==> src/rtl/sysarr_mac_ctrl.sv <==
// Step sequencer for a row of systolic-array MAC units sharing one shift/start pair.
// Per input vector: shift it in, fire one MAC, wait for every MAC to be ready, then capture the partial sums.
module sysarr_mac_ctrl #(
    parameter int N       = 4,
    parameter int CNT_W   = 8,
    parameter int TIMEOUT = 64
) (
    input  logic             clk,
    input  logic             nRST,
    input  logic             job_valid,
    input  logic [CNT_W-1:0] job_len,
    output logic             job_ready,
    input  logic             in_valid,
    output logic             in_ready,
    output logic             mac_shift,
    output logic             mac_start,
    input  logic [N-1:0]     mac_value_ready,
    output logic             acc_sel,
    output logic             acc_capture,
    output logic             busy,
    output logic             done,
    output logic [CNT_W-1:0] step_cnt,
    output logic             err_timeout
);

    localparam int WAIT_W = $clog2(TIMEOUT + 1);

    typedef enum logic [2:0] {
        IDLE,
        LOAD,
        FIRE,
        WAIT,
        CAPTURE,
        DONE
    } state_t;

    state_t            state;
    logic [CNT_W-1:0]  len;
    logic [WAIT_W-1:0] wait_cnt;
    logic [CNT_W-1:0]  next_step;
    logic              all_ready;

    assign all_ready = &mac_value_ready;
    assign next_step = step_cnt + CNT_W'(1);

    // The vector handshake is the only combinational path: a vector is consumed the same cycle it is offered in LOAD.
    assign in_ready  = (state == LOAD) && in_valid;
    assign mac_shift = in_ready;

    always_ff @(posedge clk or negedge nRST) begin
        if (!nRST) begin
            state       <= IDLE;
            len         <= '0;
            wait_cnt    <= '0;
            job_ready   <= 1'b1;
            mac_start   <= 1'b0;
            acc_capture <= 1'b0;
            acc_sel     <= 1'b0;
            busy        <= 1'b0;
            done        <= 1'b0;
            step_cnt    <= '0;
            err_timeout <= 1'b0;
        end else begin
            mac_start   <= 1'b0;
            acc_capture <= 1'b0;
            done        <= 1'b0;
            case (state)
                IDLE: begin
                    if (job_valid) begin
                        len         <= job_len;
                        step_cnt    <= '0;
                        err_timeout <= 1'b0;
                        wait_cnt    <= '0;
                        acc_sel     <= 1'b0;
                        job_ready   <= 1'b0;
                        busy        <= 1'b1;
                        if (job_len == '0) begin
                            state <= DONE;
                            done  <= 1'b1;
                        end else begin
                            state <= LOAD;
                        end
                    end
                end
                LOAD: begin
                    if (in_valid) begin
                        state     <= FIRE;
                        mac_start <= 1'b1;
                    end
                end
                FIRE: begin
                    wait_cnt <= '0;
                    state    <= WAIT;
                end
                // Abort the step after TIMEOUT cycles without every MAC ready; no capture in that case.
                WAIT: begin
                    if (all_ready) begin
                        state       <= CAPTURE;
                        acc_capture <= 1'b1;
                    end else if (wait_cnt == WAIT_W'(TIMEOUT - 1)) begin
                        wait_cnt    <= wait_cnt + WAIT_W'(1);
                        err_timeout <= 1'b1;
                        state       <= DONE;
                        done        <= 1'b1;
                    end else begin
                        wait_cnt <= wait_cnt + WAIT_W'(1);
                    end
                end
                CAPTURE: begin
                    step_cnt <= next_step;
                    acc_sel  <= 1'b1;
                    if (next_step == len) begin
                        state <= DONE;
                        done  <= 1'b1;
                    end else begin
                        state <= LOAD;
                    end
                end
                DONE: begin
                    state     <= IDLE;
                    job_ready <= 1'b1;
                    busy      <= 1'b0;
                end
                default: begin
                    state     <= IDLE;
                    job_ready <= 1'b1;
                    busy      <= 1'b0;
                end
            endcase
        end
    end

endmodule

==> config.mk <==
export PLATFORM = sky130hd
export DESIGN_NAME = sysarr_mac_ctrl
export DESIGN_NICKNAME = d
export VERILOG_FILES = /design/src/rtl/sysarr_mac_ctrl.sv
export SDC_FILE = /design/constraint.sdc
export NUM_CORES = 1
export LEC_CHECK = 0
export ABC_AREA = 1
export CORE_MARGIN = 2
export CORE_UTILIZATION = 45
export CTS_CLUSTER_SIZE = 16
export DETAILED_ROUTE_END_ITERATION = 12
export PLACE_DENSITY = 0.79
export SYNTH_ARGS = -nofsm -noshare
export SYNTH_HDL_FRONTEND = slang
export SYNTH_SLANG_ARGS = --single-unit
==> constraint.sdc <==
create_clock -name clk -period 2.3 [get_ports clk]
set_clock_uncertainty 0.2 [all_clocks]
set_input_delay 0.345 -clock clk [delete_from_list [all_inputs] [get_ports clk]]
set_output_delay 0.345 -clock clk [all_outputs]
set_load 0.01 [all_outputs]
==> summary.txt, run 1 <==
Outcome
  • Outcome: completed

Detailed routing
  • Residual DRC: 0
  • Iteration-0 DRC Markers: 87
  • Routed vias: 1669
  • TritonRoute pass-1 iters: 4
  • Drt wl/cell: 11.9 µm
  • Routed Antenna Nets: 0
  • Routed wire length: 3.94 mm
  • Drt via density: 5.04

Setup path
  • CP arrival: 1680 ps
  • Worst r2r path cells: 10
  • Worst reg-to-reg setup slack: 420 ps
  • Critical path depth in cells: 4
  • CP Data Required Time: 1750 ps
  • Setup crit end kind: output port
  • Crit path cell chain: inv_1 > nand3_1 > nor2_2 > clkdlybuf4s50_1
  • Crit Path Category: register to output port
  • Crit start category: register
  • Reg2Reg Capture Point: state[2]
  • RR Startpoint: step_cnt[0]
  • CP Buf/Inv Count: 2
  • Slowest cell delay on critical path: 540 ps
  • Crit path max-delay cell type: clkdlybuf4s50_1
  • Crit-path leading delay family: buffers and inverters
  • CP Max Fanout: 4

Finish
  • # fillers: 360
  • Layout cells sized above 1: 14.6%
  • Final nets: 298
  • Area grow syn2layout: 25.1%
  • Post-layout util: 58.7%
  • Inserted Diodes: 0
  • Area of the multi-input gates: 892 µm²
  • Seq. cell area: 828 µm²

Global route
  • Largest net degree at the start of global routing: 34
  • Antenna violations before repair: 0
  • Final global-route overflow total: 0
  • Vias in the first global route: 1492
  • Total GRT Usage: 19.1%
  • First-pass GRT wire length: 6.58 mm

STA
  • Setup_tns: 0 ps
  • Worst slew pin tran: 410 ps
  • Tcrit/Tclk final: 96.8%
  • Headroom to the max-slew limit: 72.7%
  • # setup viols final: 0
  • Final WS setup: 74.4 ps
  • Pins Over Slew Limit: 0
  • Highest Clock Rate: 449 MHz
  • Final Hold Vio Count: 0
  • RSZ-0062 raised after global routing: no
  • Post-layout min period: 2230 ps

Yosys
  • Post-synth EDFFs: 0
  • #FFs+latches synth: 33
  • Most frequent cell after synthesis: nand2_1
  • Post-synthesis sequential area ratio: 44.1%
  • Synth cell count leaders: nand2_1 (66), dfrtp_1 (32), inv_1 (31)
  • Syn avg cell area: 7.79 µm²
  • Ys async rst share: 100%
  • Synth Flop Type: dfrtp_1
  • Synth Instances: 241
  • Dominant cell type by area after synthesis: dfrtp_1
  • Synth top area share: 42.7%
  • Syn_nets: 259
  • Ys Warns: 0
  • Cell variety after synth: 32
  • Synthesized area: 1880 µm²
  • Ranking of synthesized cells by area: dfrtp_1 (43%), nand2_1 (13%), nand3_1 (6.4%), inv_1 (6.2%), nor2_1 (3.6%)

Power and ir drop
  • Leak: 1.15 nW
  • Max IR drop VDD: 577 µV
  • Overall power: 2.38 mW
  • PwrDens: 1010 nW/µm²

Hold path
  • Hold Crit Class: input pin to asynchronous set/reset pin

Die
  • I/O pins: 33
  • FP Rows: 23
  • Die Ht: 68.6 µm
  • Total die area: 4700 µm²
  • Die width: 68.6 µm
  • Core ar.: 4000 µm²
  • Initial Util: 46.9%

Clock network
  • Clk_lat worst skew: 290 ps
  • CTS buffer count: 5
  • CTS Sinks: 33
  • Reg clk slew, reported paths: 70 ps
  • Root Buffer Master: clkbuf_8
  • TritonCTS clock tree: built
  • Clock Path Buffers: 2
  • CTS H-tree depth: 2

Placement
  • HPWL Detailed: 2.94 mm
  • Port Buffers: 32
  • DP Worst Slack: 150 ps
  • Routability cong.: 0.862

Flow run
  • # Max-Cap Violations: 0
## area by class of cell
type	instances	area share (%)
clock buffer	6	3.09
clock inverter	2	0.426
multi-input combinational	168	38.0
tap	50	2.67
sequential	33	35.3
inverter	38	6.29
timing repair buffer	34	14.2
## cell families after synthesis
logic type	count (synthesis)	share of synthesized area, %
and+or+nand+nor	131	35.0
DFF	33	44.1
AOI/OAI and AO/OA	32	9.67
xor gates and xnor gates	3	1.40
buffers and inverters	40	8.53
adders and majority gates	2	1.33
## worst register-to-register path: cells and delay by family (launching register included)
kind	cells	cell delay [ps]
buffers and inverters	1	70
adders and majority gates	1	340
and+or+nand+nor	7	550
DFF	1	450
AOI/OAI and AO/OA	1	180
## timing repair
| item | 4_1_cts | 5_1_grt |
|---|---|---|
| setup buffers | 0 | 1 |
| pin swaps | 0 | 1 |
| endpoints found under the setup margin | 2 | 1 |
| gates resized for setup | 2 | 1 |
| hold buffers | 0 | 0 |
## cell usage in the layout (no fill, tap or decap), types with 2 or more instances in the layout
cell type,count
a21oi_1,4
buf_4,2
clkbuf_8,5
clkdlybuf4s50_1,31
clkinv_2,2
dfrtp_1,31
ha_1,2
inv_1,31
inv_2,5
inv_4,2
nand2_1,66
nand2_2,5
nand2_4,2
nand3_1,24
nand3_4,2
nand4_1,2
nor2_1,17
nor2_2,5
nor2_4,4
o21ai_0,11
o21ai_1,8
o22ai_1,3
o31ai_1,2
xor2_1,2
## registers in the layout (all words and copies together), names as in the netlist
register     cells
acc_capture      1
len              8
state            3
busy             1
done             1
acc_sel          1
job_ready        1
err_timeout      1
mac_start        1
wait_cnt         7
step_cnt         8
## how the worst max path moves through the flow
stage,start,endpoint
6_report,state[1],mac_shift
5_1_grt,state[1],mac_shift
4_1_cts,state[2],mac_shift
3_5_place_dp,in_valid,in_ready
3_3_place_gp,in_valid,in_ready
2_1_floorplan,wait_cnt[0],state[1]
## stage by stage
step	hold slack [ps]	instances	area (µm²)
global placement	266	322	2250
finish	255	331	2350
CTS	269	330	2340
floorplan	-151	241	1880
global route	306	331	2350
detailed placement	264	322	2250
## layer usage
layer | GRT usage, % | share of wire, %
met4 | 6.75 | 1.6
met3 | 5.36 | 4.5
met2 | 29.1 | 46
met5 | 0 | 0
met1 | 26.0 | 48
## report_power, final
| group | leakage [nW] | switching [mW] | internal, mW |
|---|---|---|---|
| Sequential | 0.430 | 0.167 | 0.759 |
| Clock | 0.0450 | 0.210 | 0.209 |
| Combinational | 0.670 | 0.598 | 0.432 |
Note: power is estimated with default switching activity, not from simulation.
==> inputs of run 2 (changes only) <==
Settings changed: CORE_UTILIZATION 45 to 35, PLACE_DENSITY 0.79 to 0.66.
==> run 2 against run 1 <==
Effect of this change:
- largest cell class unchanged
- non-clock buffer count rose by 1
- fmax rose by 0.80%
- clock power rose by 36%
- clock-buffer cell count rose by 1
==> summary.txt, run 2 (synthesis gave the netlist of run 1 again) <==
Outcome
  • Outcome: completed

Global route
  • Vias in the first global route: 1601 (+7.3%)
  • Total GRT Usage: 14.9% (-4.2 points)
  • First-pass GRT wire length: 7.07 mm (+7.3%)
  • Antenna violations before repair: 0 (unchanged)
  • Largest net degree at the start of global routing: 34 (unchanged)
  • Final global-route overflow total: 0 (unchanged)

Setup path
  • Slowest cell delay on critical path: 550 ps (about the same)
  • CP arrival: 1660 ps (-20 ps)
  • Setup crit end kind: output port
  • CP Max Fanout: 4 (unchanged)
  • Crit start category: register
  • CP Data Required Time: 1750 ps (about the same)
  • Crit path max-delay cell type: clkdlybuf4s50_1
  • Crit Path Category: register to output port
  • Crit path cell chain: inv_2 > nand3_1 > nor2_2 > clkdlybuf4s50_1

Clock network
  • TritonCTS clock tree: built
  • Reg clk slew, reported paths: 70 ps (about the same)
  • Clock Path Buffers: 2 (unchanged)
  • Root Buffer Master: clkbuf_8
  • Clk_lat worst skew: 290 ps (about the same)
  • CTS H-tree depth: 2 (unchanged)
  • Cts hold-fix bufs: 0 (unchanged)
  • CTS buffer count: 5 (unchanged)
  • CTS Sinks: 33 (unchanged)

Detailed routing
  • Drt via density: 4.70 (-6.7%)
  • Routed wire length: 3.93 mm (-0.28%)
  • Iteration-0 DRC Markers: 72 (-17%)
  • TritonRoute pass-1 iters: 4 (unchanged)
  • Residual DRC: 0 (unchanged)
  • Drt wl/cell: 11.2 µm (-6.2%)
  • Routed vias: 1656 (-0.78%)
  • Routed Antenna Nets: 0 (unchanged)

Finish
  • Most frequent cells in the layout: nand2_1 (66), dfrtp_1 (31), clkdlybuf4s50_1 (31), inv_1 (30), nand3_1 (24)
  • Final nets: 299 (+0.34%)
  • Layout cells sized above 1: 15.2% (+0.66 points)
  • Biggest regs: len x8, step_cnt x8, wait_cnt x7
  • Inserted Diodes: 0 (unchanged)
  • Area grow syn2layout: 28.8%
  • # fillers: 541 (+50%)
  • Most common cell after layout, fill and taps aside: nand2_1

Power and ir drop
  • Switching Share: 38.5% (-2.5 points)
  • Leak: 1.18 nW (+2.6%)
  • Overall power: 2.52 mW (+6.2%)
  • Max IR drop VDD: 610 µV (+5.6%)
  • Internal: 1.55 mW (+11%)
  • Combinational share of power: 41.0% (-2.4 points)
  • Sw Pwr: 971 µW (-0.44%)
  • Clock Power Share: 22.6% (+4.9 points)
  • PwrDens: 1040 nW/µm² (+3.1%)
  • Seq pwr share: 36.4% (-2.6 points)

Flow run
  • # Max-Cap Violations: 0 (unchanged)

STA
  • Final Hold Vio Count: 0 (unchanged)
  • RSZ-0062 raised after global routing: no
  • # setup viols final: 0 (unchanged)
  • Tcrit/Tclk final: 96.0% (-0.77 points)
  • Headroom to the max-slew limit: 71.3% (-1.3 points)
  • Final WS setup: 92.1 ps (+17.7 ps)
  • Setup_tns: 0 ps (unchanged)
  • Worst slew pin tran: 430 ps (+19.7 ps)
  • Highest Clock Rate: 453 MHz (+0.80%)
  • Hold slack final: 249 ps (-5.62 ps)
  • Pins Over Slew Limit: 0 (unchanged)
  • Post-layout min period: 2210 ps (-17.7 ps)

Die
  • Core ar.: 5140 µm² (+28%)
  • I/O pins: 33 (unchanged)
  • FP Rows: 26 (+13%)
  • Die Ht: 77.2 µm (+13%)
  • Die width: 77.2 µm (+13%)
  • Total die area: 5960 µm² (+27%)
  • Initial Util: 36.5% (-10 points)

Placement
  • Routability cong.: 0.840 (-2.5%)
  • HPWL Detailed: 2.96 mm (+0.88%)
  • Port Buffers: 32 (unchanged)
  • DP Worst Slack: 164 ps (+14.0 ps)

Hold path
  • Hold Crit Class: input pin to asynchronous set/reset pin
## run 2: changes by cell type in the layout (fill, tap and decap cells not counted), sizes merged
cell,change
clkinv,-2
clkbuf,+1
bufinv,+1
buf,+1
dlymetal6s2s,+1
dlygate4sd2,-1
## run 2: cell type report
type                       count  area [µm²]  share of cell area, %
inverter                      38         148                   6.11
timing repair buffer          35         345                   14.3
tap                           70        87.6                   3.62
multi-input combinational    168         892                   36.9
clock buffer                   7        86.3                   3.57
sequential                    33         828                   34.3
clock inverter                 1        30.0                   1.24
## run 2: critical path: cells and delay by family (launching register included)
family / cells / cell delay [ps]
flip-flops: 1 / 430
AND/OR/NAND/NOR: 2 / 300
buffers and inverters: 2 / 650
## run 2: path summary, 6_finish.rpt
| check | startpoint | end | slack (ps) | depth (start not counted) |
|---|---|---|---|---|
| max in group asynchronous | nRST | job_ready | 1300 | 2 |
| max | state[1] | mac_shift | 90 | 4 |
| min reg2reg | acc_sel | acc_sel | 280 | 2 |
| min | nRST | acc_sel | 250 | 2 |
| min in group clk | acc_sel | acc_sel | 280 | 2 |
| max reg2reg | state[1] | step_cnt[6] | 460 | 8 |
## run 2: power groups by stage
stage                     registers [mW]  logic, mW  clock network (mW)
after floorplan                    0.932      0.693                   0
after global placement             0.923       1.00                   0
after detailed placement           0.929       1.02                   0
after CTS                          0.920       1.03               0.591
after global routing               0.951       1.18               0.619
final                              0.918       1.03               0.570
## run 2: metrics by stage
stage / area, µm² / utilization (%) / instances
3_3_place_gp: 2280 / 44.4 / 342
4_1_cts: 2400 / 46.6 / 350
2_1_floorplan: 1880 / - / 241
6_report: 2420 / 47.0 / 352
3_5_place_dp: 2280 / 44.4 / 342
5_1_grt: 2420 / 47.0 / 352
## run 2: routing by layer
metal  share of wire, %  vias up  global-route usage (%)
met5                  0        -                       0
met4                1.4        0                    5.71
met3                5.0        5                    4.47
met2                 50       40                    24.6
met1                 43      763                    18.3
li1                   -      848                       -
## run 2: repair_timing
action	4_1_cts	5_1_grt
setup endpoints to repair	2	2
cloned	0	0
resized for setup	1	3
pin swaps	0	1
buffers inserted	0	2
